File: src/rtl/instruction_fetch_controller_pkg.sv
// Shared fetch-controller definitions: FSM state encoding, instruction width and PC helpers.
package instruction_fetch_controller_pkg;

  typedef enum logic [1:0] {
    BOOT  = 2'h0,
    FETCH = 2'h1,
    DRAIN = 2'h2
  } fetchState_e;

  localparam int          INST_WIDTH   = 32;
  localparam logic [31:0] PC_INCREMENT = 32'd4;

  function automatic logic [31:0] nextPc(input logic [31:0] pc);
    return pc + PC_INCREMENT;
  endfunction

  function automatic logic [31:0] satInc(input logic [31:0] value);
    return (value == 32'hFFFF_FFFF) ? value : value + 32'd1;
  endfunction

endpackage

File: src/rtl/instruction_fetch_outstanding_counter.sv
// Up/down count of un-returned fetch requests with limit compare and underflow guard.
module instruction_fetch_outstanding_counter #(
  parameter int unsigned LIMIT = 4
) (
  input  logic       iCLOCK,
  input  logic       iRESET_SYNC,
  input  logic       inc,
  input  logic       dec,
  output logic [2:0] count,
  output logic       belowLimit,
  output logic       isZero
);

  localparam logic [2:0] LIMIT_W = 3'(LIMIT);

  logic [2:0] count_r;
  logic       decEff_s;

  // A response with nothing in flight is spurious and must not wrap the count
  always_comb begin
    decEff_s = dec && (count_r != 3'd0);
  end

  // Counter register; simultaneous inc and dec cancel
  always_ff @(posedge iCLOCK) begin
    if (iRESET_SYNC) begin
      count_r <= 3'd0;
    end else if (inc && !decEff_s) begin
      count_r <= count_r + 3'd1;
    end else if (!inc && decEff_s) begin
      count_r <= count_r - 3'd1;
    end else begin
      count_r <= count_r;
    end
  end

  assign count      = count_r;
  assign belowLimit = (count_r < LIMIT_W);
  assign isZero     = (count_r == 3'd0);

endmodule

File: src/rtl/instruction_fetch_controller.sv
// Instruction fetch sequencer: issues sequential fetches, forwards in-order responses, flushes on redirect.
// Optional perf counters (oPERF_DISCARD, oPERF_STALL) under MIST1032ISA_IFETCH_PERF_COUNTER_EN.
module instruction_fetch_controller
  import instruction_fetch_controller_pkg::*;
#(
  parameter logic [31:0] RESET_VECTOR    = 32'h0000_0000,
  parameter int unsigned OUTSTANDING_MAX = 4
) (
  input  logic                  iCLOCK,
  input  logic                  iRESET_SYNC,
  input  logic                  iBRANCH_VALID,
  input  logic [31:0]           iBRANCH_ADDR,
  output logic                  oMEM_REQ,
  output logic [31:0]           oMEM_ADDR,
  input  logic                  iMEM_LOCK,
  input  logic                  iMEM_VALID,
  input  logic [INST_WIDTH-1:0] iMEM_DATA,
  output logic                  oBUF_INST_VALID,
  output logic [INST_WIDTH-1:0] oBUF_INST,
  output logic [31:0]           oBUF_PC,
  output logic                  oBUF_REFRESH,
  input  logic                  iBUF_FETCH_STOP,
  input  logic                  iBUF_LOCK,
  output logic                  oOVERFLOW
`ifdef MIST1032ISA_IFETCH_PERF_COUNTER_EN
  ,
  output logic [31:0]           oPERF_DISCARD,
  output logic [31:0]           oPERF_STALL
`endif
);

  fetchState_e           state_r, nextState_s;
  logic [31:0]           reqPc_r, rspPc_r, bufPc_r;
  logic [INST_WIDTH-1:0] bufInst_r;
  logic                  bufValid_r, refresh_r, overflow_r;
  logic [2:0]            outstanding_s, remaining_s;
  logic                  belowLimit_s, zero_s;
  logic                  issue_s, accept_s, rspValid_s, redirect_s, forward_s;

  assign redirect_s  = iBRANCH_VALID && ((state_r == FETCH) || (state_r == DRAIN));
  assign issue_s     = !iRESET_SYNC && (state_r == FETCH) && !iBRANCH_VALID
                       && !iBUF_FETCH_STOP && belowLimit_s;
  assign accept_s    = issue_s && !iMEM_LOCK;
  assign rspValid_s  = iMEM_VALID && !zero_s;
  assign forward_s   = rspValid_s && (state_r == FETCH) && !redirect_s;
  // Requests still owed after this cycle; these are the stale ones once a redirect is taken
  assign remaining_s = outstanding_s - {2'b00, rspValid_s} + {2'b00, accept_s};

  instruction_fetch_outstanding_counter #(
    .LIMIT(OUTSTANDING_MAX)
  ) uOutstanding (
    .iCLOCK     (iCLOCK),
    .iRESET_SYNC(iRESET_SYNC),
    .inc        (accept_s),
    .dec        (iMEM_VALID),
    .count      (outstanding_s),
    .belowLimit (belowLimit_s),
    .isZero     (zero_s)
  );

  // FSM state register
  always_ff @(posedge iCLOCK) begin
    if (iRESET_SYNC) begin
      state_r <= BOOT;
    end else begin
      state_r <= nextState_s;
    end
  end

  // FSM next-state logic
  always_comb begin
    nextState_s = state_r;
    case (state_r)
      BOOT: nextState_s = FETCH;
      FETCH: begin
        if (redirect_s && (remaining_s != 3'd0)) begin
          nextState_s = DRAIN;
        end else begin
          nextState_s = FETCH;
        end
      end
      DRAIN: begin
        if (remaining_s == 3'd0) begin
          nextState_s = FETCH;
        end else begin
          nextState_s = DRAIN;
        end
      end
      default: nextState_s = BOOT;
    endcase
  end

  // FSM outputs toward the memory port
  always_comb begin
    oMEM_REQ = issue_s;
    if (iRESET_SYNC) begin
      oMEM_ADDR = 32'h0000_0000;
    end else begin
      oMEM_ADDR = reqPc_r;
    end
  end

  // PC tracking and registered buffer-side outputs
  always_ff @(posedge iCLOCK) begin
    if (iRESET_SYNC) begin
      reqPc_r    <= RESET_VECTOR;
      rspPc_r    <= RESET_VECTOR;
      bufValid_r <= 1'b0;
      bufInst_r  <= '0;
      bufPc_r    <= 32'h0000_0000;
      refresh_r  <= 1'b0;
      overflow_r <= 1'b0;
    end else begin
      refresh_r  <= redirect_s;
      bufValid_r <= forward_s;
      if (forward_s) begin
        bufInst_r <= iMEM_DATA;
        bufPc_r   <= rspPc_r;
      end
      if (redirect_s) begin
        reqPc_r <= iBRANCH_ADDR;
        rspPc_r <= iBRANCH_ADDR;
      end else begin
        if (accept_s) reqPc_r <= nextPc(reqPc_r);
        if (forward_s) rspPc_r <= nextPc(rspPc_r);
      end
      if (forward_s && iBUF_LOCK) overflow_r <= 1'b1;
    end
  end

  assign oBUF_INST_VALID = bufValid_r;
  assign oBUF_INST       = bufInst_r;
  assign oBUF_PC         = bufPc_r;
  assign oBUF_REFRESH    = refresh_r;
  assign oOVERFLOW       = overflow_r;

`ifdef MIST1032ISA_IFETCH_PERF_COUNTER_EN
  logic [31:0] perfDiscard_r, perfStall_r;

  // Saturating counts of dropped responses and non-issuing FETCH cycles
  always_ff @(posedge iCLOCK) begin
    if (iRESET_SYNC) begin
      perfDiscard_r <= 32'h0000_0000;
      perfStall_r   <= 32'h0000_0000;
    end else begin
      if (rspValid_s && !forward_s) perfDiscard_r <= satInc(perfDiscard_r);
      if ((state_r == FETCH) && (!issue_s || iMEM_LOCK)) perfStall_r <= satInc(perfStall_r);
    end
  end

  assign oPERF_DISCARD = perfDiscard_r;
  assign oPERF_STALL   = perfStall_r;
`endif

endmodule

File: config.mk
export PLATFORM = sky130hd
export DESIGN_NAME = instruction_fetch_controller
export DESIGN_NICKNAME = d
export VERILOG_FILES = /design/src/rtl/instruction_fetch_controller_pkg.sv /design/src/rtl/instruction_fetch_outstanding_counter.sv /design/src/rtl/instruction_fetch_controller.sv
export SDC_FILE = /design/constraint.sdc
export NUM_CORES = 1
export LEC_CHECK = 0
export CORE_MARGIN = 2
export CORE_UTILIZATION = 44
export DETAILED_ROUTE_END_ITERATION = 8
export GPL_ROUTABILITY_DRIVEN = 0
export PLACE_DENSITY = 0.76
export SLEW_MARGIN = 0
export SYNTH_ARGS = -nofsm -noshare
export SYNTH_HDL_FRONTEND = slang
export SYNTH_SLANG_ARGS = --single-unit
export TNS_END_PERCENT = 10
File: constraint.sdc
create_clock -name iCLOCK -period 2.7 [get_ports iCLOCK]
set_clock_uncertainty 0.1 [all_clocks]
set_input_delay 0.27 -clock iCLOCK [delete_from_list [all_inputs] [get_ports iCLOCK]]
set_output_delay 0.27 -clock iCLOCK [all_outputs]
set_load 0.005 [all_outputs]
==> impl_summary.log <==
[metrics] Gate power share: 0.294
[metrics] Die Wd: between 100 and 150 µm
[metrics] arrival time at the worst endpoint: 2820 ps
[metrics] post-route DRC violation count: 0
[metrics] max cap viols: 0
[metrics] critical-path cell list: or4_4 > nor2_2 > ha_1 > fa_2 > nor3_4 > buf_4 > nor3_1 > nor4_1
[metrics] hold-fix buffer count after cts: 0
[metrics] ys flop type: dfxtp_1
[metrics] source-to-sink clock delay at the later pin of the worst-skew pair: 410 ps
[metrics] leakage power: 3.06 nW
[metrics] half-perimeter wire length after detailed placement: around 14 mm
[metrics] Final period util: 0.969
[metrics] minimum clock period: 2620 ps
[metrics] Antenna Diode Count: 0
[metrics] count of nets after finishing: around 1100
[metrics] number of nets produced by synthesis: 903
[metrics] Final Worst Setup Slack: a little over 80 ps
[metrics] Data required, critical path: 2900 ps
[metrics] Peak Freq: 382 MHz
[metrics] number of distinct library cell variants in the gate-level netlist after synthesis: 46
[metrics] area of all sequential standard cells: 2720 µm²
[metrics] post-synthesis to final-layout area growth: 41.3%
[metrics] drt first pass iters: 6
[metrics] starting density of the core: 0.448
[metrics] DRC marker count from the first detailed-route iteration: 556
[metrics] synth cell count leaders: nand2_1, dfxtp_1, a21oi_1, clkbuf_1, nor2b_1
[metrics] number of antenna violations at the first check in global routing: 0
[metrics] Hold WC Path Type: input port to register
[metrics] Routed wire per std cell: around 17 µm
[metrics] NetSw: 2.22 mW
[metrics] largest stage delay on the critical path: around 570 ps
[metrics] count of H-tree levels built during CTS: 4
[metrics] area of the placeable core: approximately 14000 µm²
[metrics] Yosys top cell area share: 0.420
[metrics] post-synthesis instance total: 821
[metrics] via count of the first global-routing pass: between 6000 and 7000
[metrics] total clock sinks: 136
[metrics] post-DR vias/cell: 5.70
[metrics] Area contributors post-synth: dfxtp_1, nand2_1, a21oi_1, clkbuf_1, nor2b_1
[metrics] synthesized flop and latch total: 136
[metrics] max_slew headroom: 0.551
[metrics] Post-Place Setup Slack: -207 ps
[metrics] largest area contributor in the synthesized netlist: dfxtp_1
[metrics] final sum of negative setup slack: 0 ps
[metrics] layout cell share with drive strength beyond 1: 0.0871
[metrics] clock edge transition at the registers on the reported setup and hold paths: ~60 ps
[metrics] cell with the largest stage delay on the worst path: or4_4
[metrics] port buffer count: 170
[metrics] portion of total power attributed to the clock network: 0.329
[metrics] Cell Area, Synth: 6480 µm²
[metrics] Clk Tree Root Cell: clkbuf_16
[metrics] antenna-violating nets left: 0
[metrics] result of the run: finished clean
[metrics] total count of hold-check failures in the final report: 0
[metrics] TritonCTS Buffers: 17
[metrics] Pwr Density: between 700 and 800 nW/µm²
[metrics] largest buffer count on any clock path: 2
[metrics] proportion of synthesized flip-flops having asynchronous set or reset: 0
[metrics] Peak supply drop: 524 µV
[metrics] Layout fillers: 1294
[metrics] GRT Residual Overflow: 0
[metrics] P_int: 4.82 mW
[metrics] vertical die dimension: 125 µm
[metrics] CP startpoint kind: register
[metrics] switching part of the total: 0.316
[metrics] maximum number of pins on one net before global-route repair: 143
[metrics] Final Slew Violations: 0
[metrics] clock tree from TritonCTS: done
[metrics] Seq/Total Area, Yosys: 0.420
[metrics] worst path bufs/invs: 1
[metrics] total of endpoints with negative setup slack in the final report: 0
[metrics] vias after detailed routing: 6741
[metrics] Worst Path Max Fanout: 4
[metrics] sequential cell fraction of total power: 0.376
[metrics] num ports: 171
[metrics] total die area: 15700 µm²
[metrics] cell with the most instances after synthesis: nand2_1
[metrics] Synth Area per Inst: 7.90 µm²
[metrics] actual slew at the worst max-slew pin: around 670 ps
[metrics] worst setup path class: register to register
[metrics] global-route usage over all layers: 0.247
[metrics] kind of end point of the critical path: register
[metrics] number of core rows: 44
[metrics] area of combinational cells with multiple inputs: 3500 µm²
[metrics] cell family contributing the most delay on the critical path: simple AND/OR/NAND/NOR gates
[metrics] synth warn: 0
[metrics] global-route wire length before repair: 31.6 mm
[metrics] total wire length after detailed routing: 19.6 mm
[metrics] number of flops mapped to enable cells by yosys: 0
## path summary, 6_finish.rpt
path | end | slack (ps) | cells past startpoint | start
worst max register to register | state_r[0]$_SDFF_PP0_ | 80 | 8 | uOutstanding.count[2]$_SDFFE_PP0P_
worst min-delay path | oBUF_INST[28]$_SDFFE_PP0P_ | 300 | 3 | iMEM_DATA[28]
worst min register to register | reqPc_r[0]$_SDFFE_PP0P_ | 350 | 2 | reqPc_r[0]$_SDFFE_PP0P_
worst max-delay path | state_r[0]$_SDFF_PP0_ | 80 | 8 | uOutstanding.count[2]$_SDFFE_PP0P_
## metal layers
layer | vias to the layer above | track usage | share of wire
li1 | 3285 | - | -
met1 | 3144 | 0.312 | 0.43
met2 | 267 | 0.405 | 0.47
met3 | 45 | 0.0595 | 0.065
met4 | 0 | 0.107 | 0.033
met5 | - | 0 | 0
## worst reg2reg max path: cells and delay by family (launching register included)
kind,cells,cell delay (ps)
and+or+nand+nor,5,1230
adders and majority gates,2,670
DFF,1,370
buffers and inverters,1,140
## cells in the final DEF, fill, tap and decap left out, types with 21 or more instances in the layout
| cell | synthesis | final |
|---|---|---|
| buf_4 | 0 | 37 |
| nor3_1 | 22 | 21 |
| nor2_1 | 30 | 28 |
| a21oi_1 | 92 | 92 |
| nand2_1 | 167 | 165 |
| nor2b_1 | 31 | 31 |
| dfxtp_1 | 136 | 135 |
| clkdlybuf4s50_1 | 0 | 169 |
| nand3_1 | 23 | 23 |
| nand4_1 | 24 | 24 |
## sequential cells by signal (all words and copies together) (netlist names), 2 cells and up
register            flops
oBUF_PC                32
reqPc_r                32
rspPc_r                32
oBUF_INST              32
uOutstanding.count      3
state_r                 2
## per-stage QoR
step | cell area (µm²) | total power, mW | cells | hold WS, ps | utilization
after floorplan | 6480 | 3.67 | 821 | 296 | -
after global placement | 8520 | 4.50 | 1152 | 339 | 0.588
after detailed placement | 8520 | 4.55 | 1152 | 344 | 0.588
after CTS | 9100 | 6.87 | 1181 | 290 | 0.629
after global routing | 9160 | 7.42 | 1183 | 304 | 0.633
final | 9160 | 7.04 | 1183 | 302 | 0.633
## power groups by stage
| stage | clock (mW) | combinational [mW] | sequential [mW] |
|---|---|---|---|
| 3_5_place_dp | 0 | 1.88 | 2.67 |
| 6_report | 2.32 | 2.07 | 2.65 |
| 3_3_place_gp | 0 | 1.84 | 2.66 |
| 2_1_floorplan | 0 | 1.08 | 2.59 |
| 5_1_grt | 2.44 | 2.28 | 2.70 |
| 4_1_cts | 2.35 | 1.90 | 2.63 |
## kinds of logic after synthesis
family          share of synthesized area
compound gates                      0.195
xor+xnor                           0.0237
fa+ha+maj                          0.0235
buf+inv                            0.0490
flops                               0.420
mux                               0.00463
simple gates                        0.284
## cell type report
type | count | share of cell area
Clock buffer | 23 | 0.0544
Clock inverter | 6 | 0.00997
Inverter | 19 | 0.00779
Multi-Input combinational cell | 605 | 0.382
Sequential cell | 136 | 0.297
Tap cell | 184 | 0.0251
Timing Repair Buffer | 210 | 0.224
## repair_timing
item,4_1_cts,5_1_grt
gates resized for setup,0,8
endpoints found under the setup margin,0,1
endpoints found under the hold margin,0,0
setup buffers,0,2
Power figures use the tool's default switching activity.
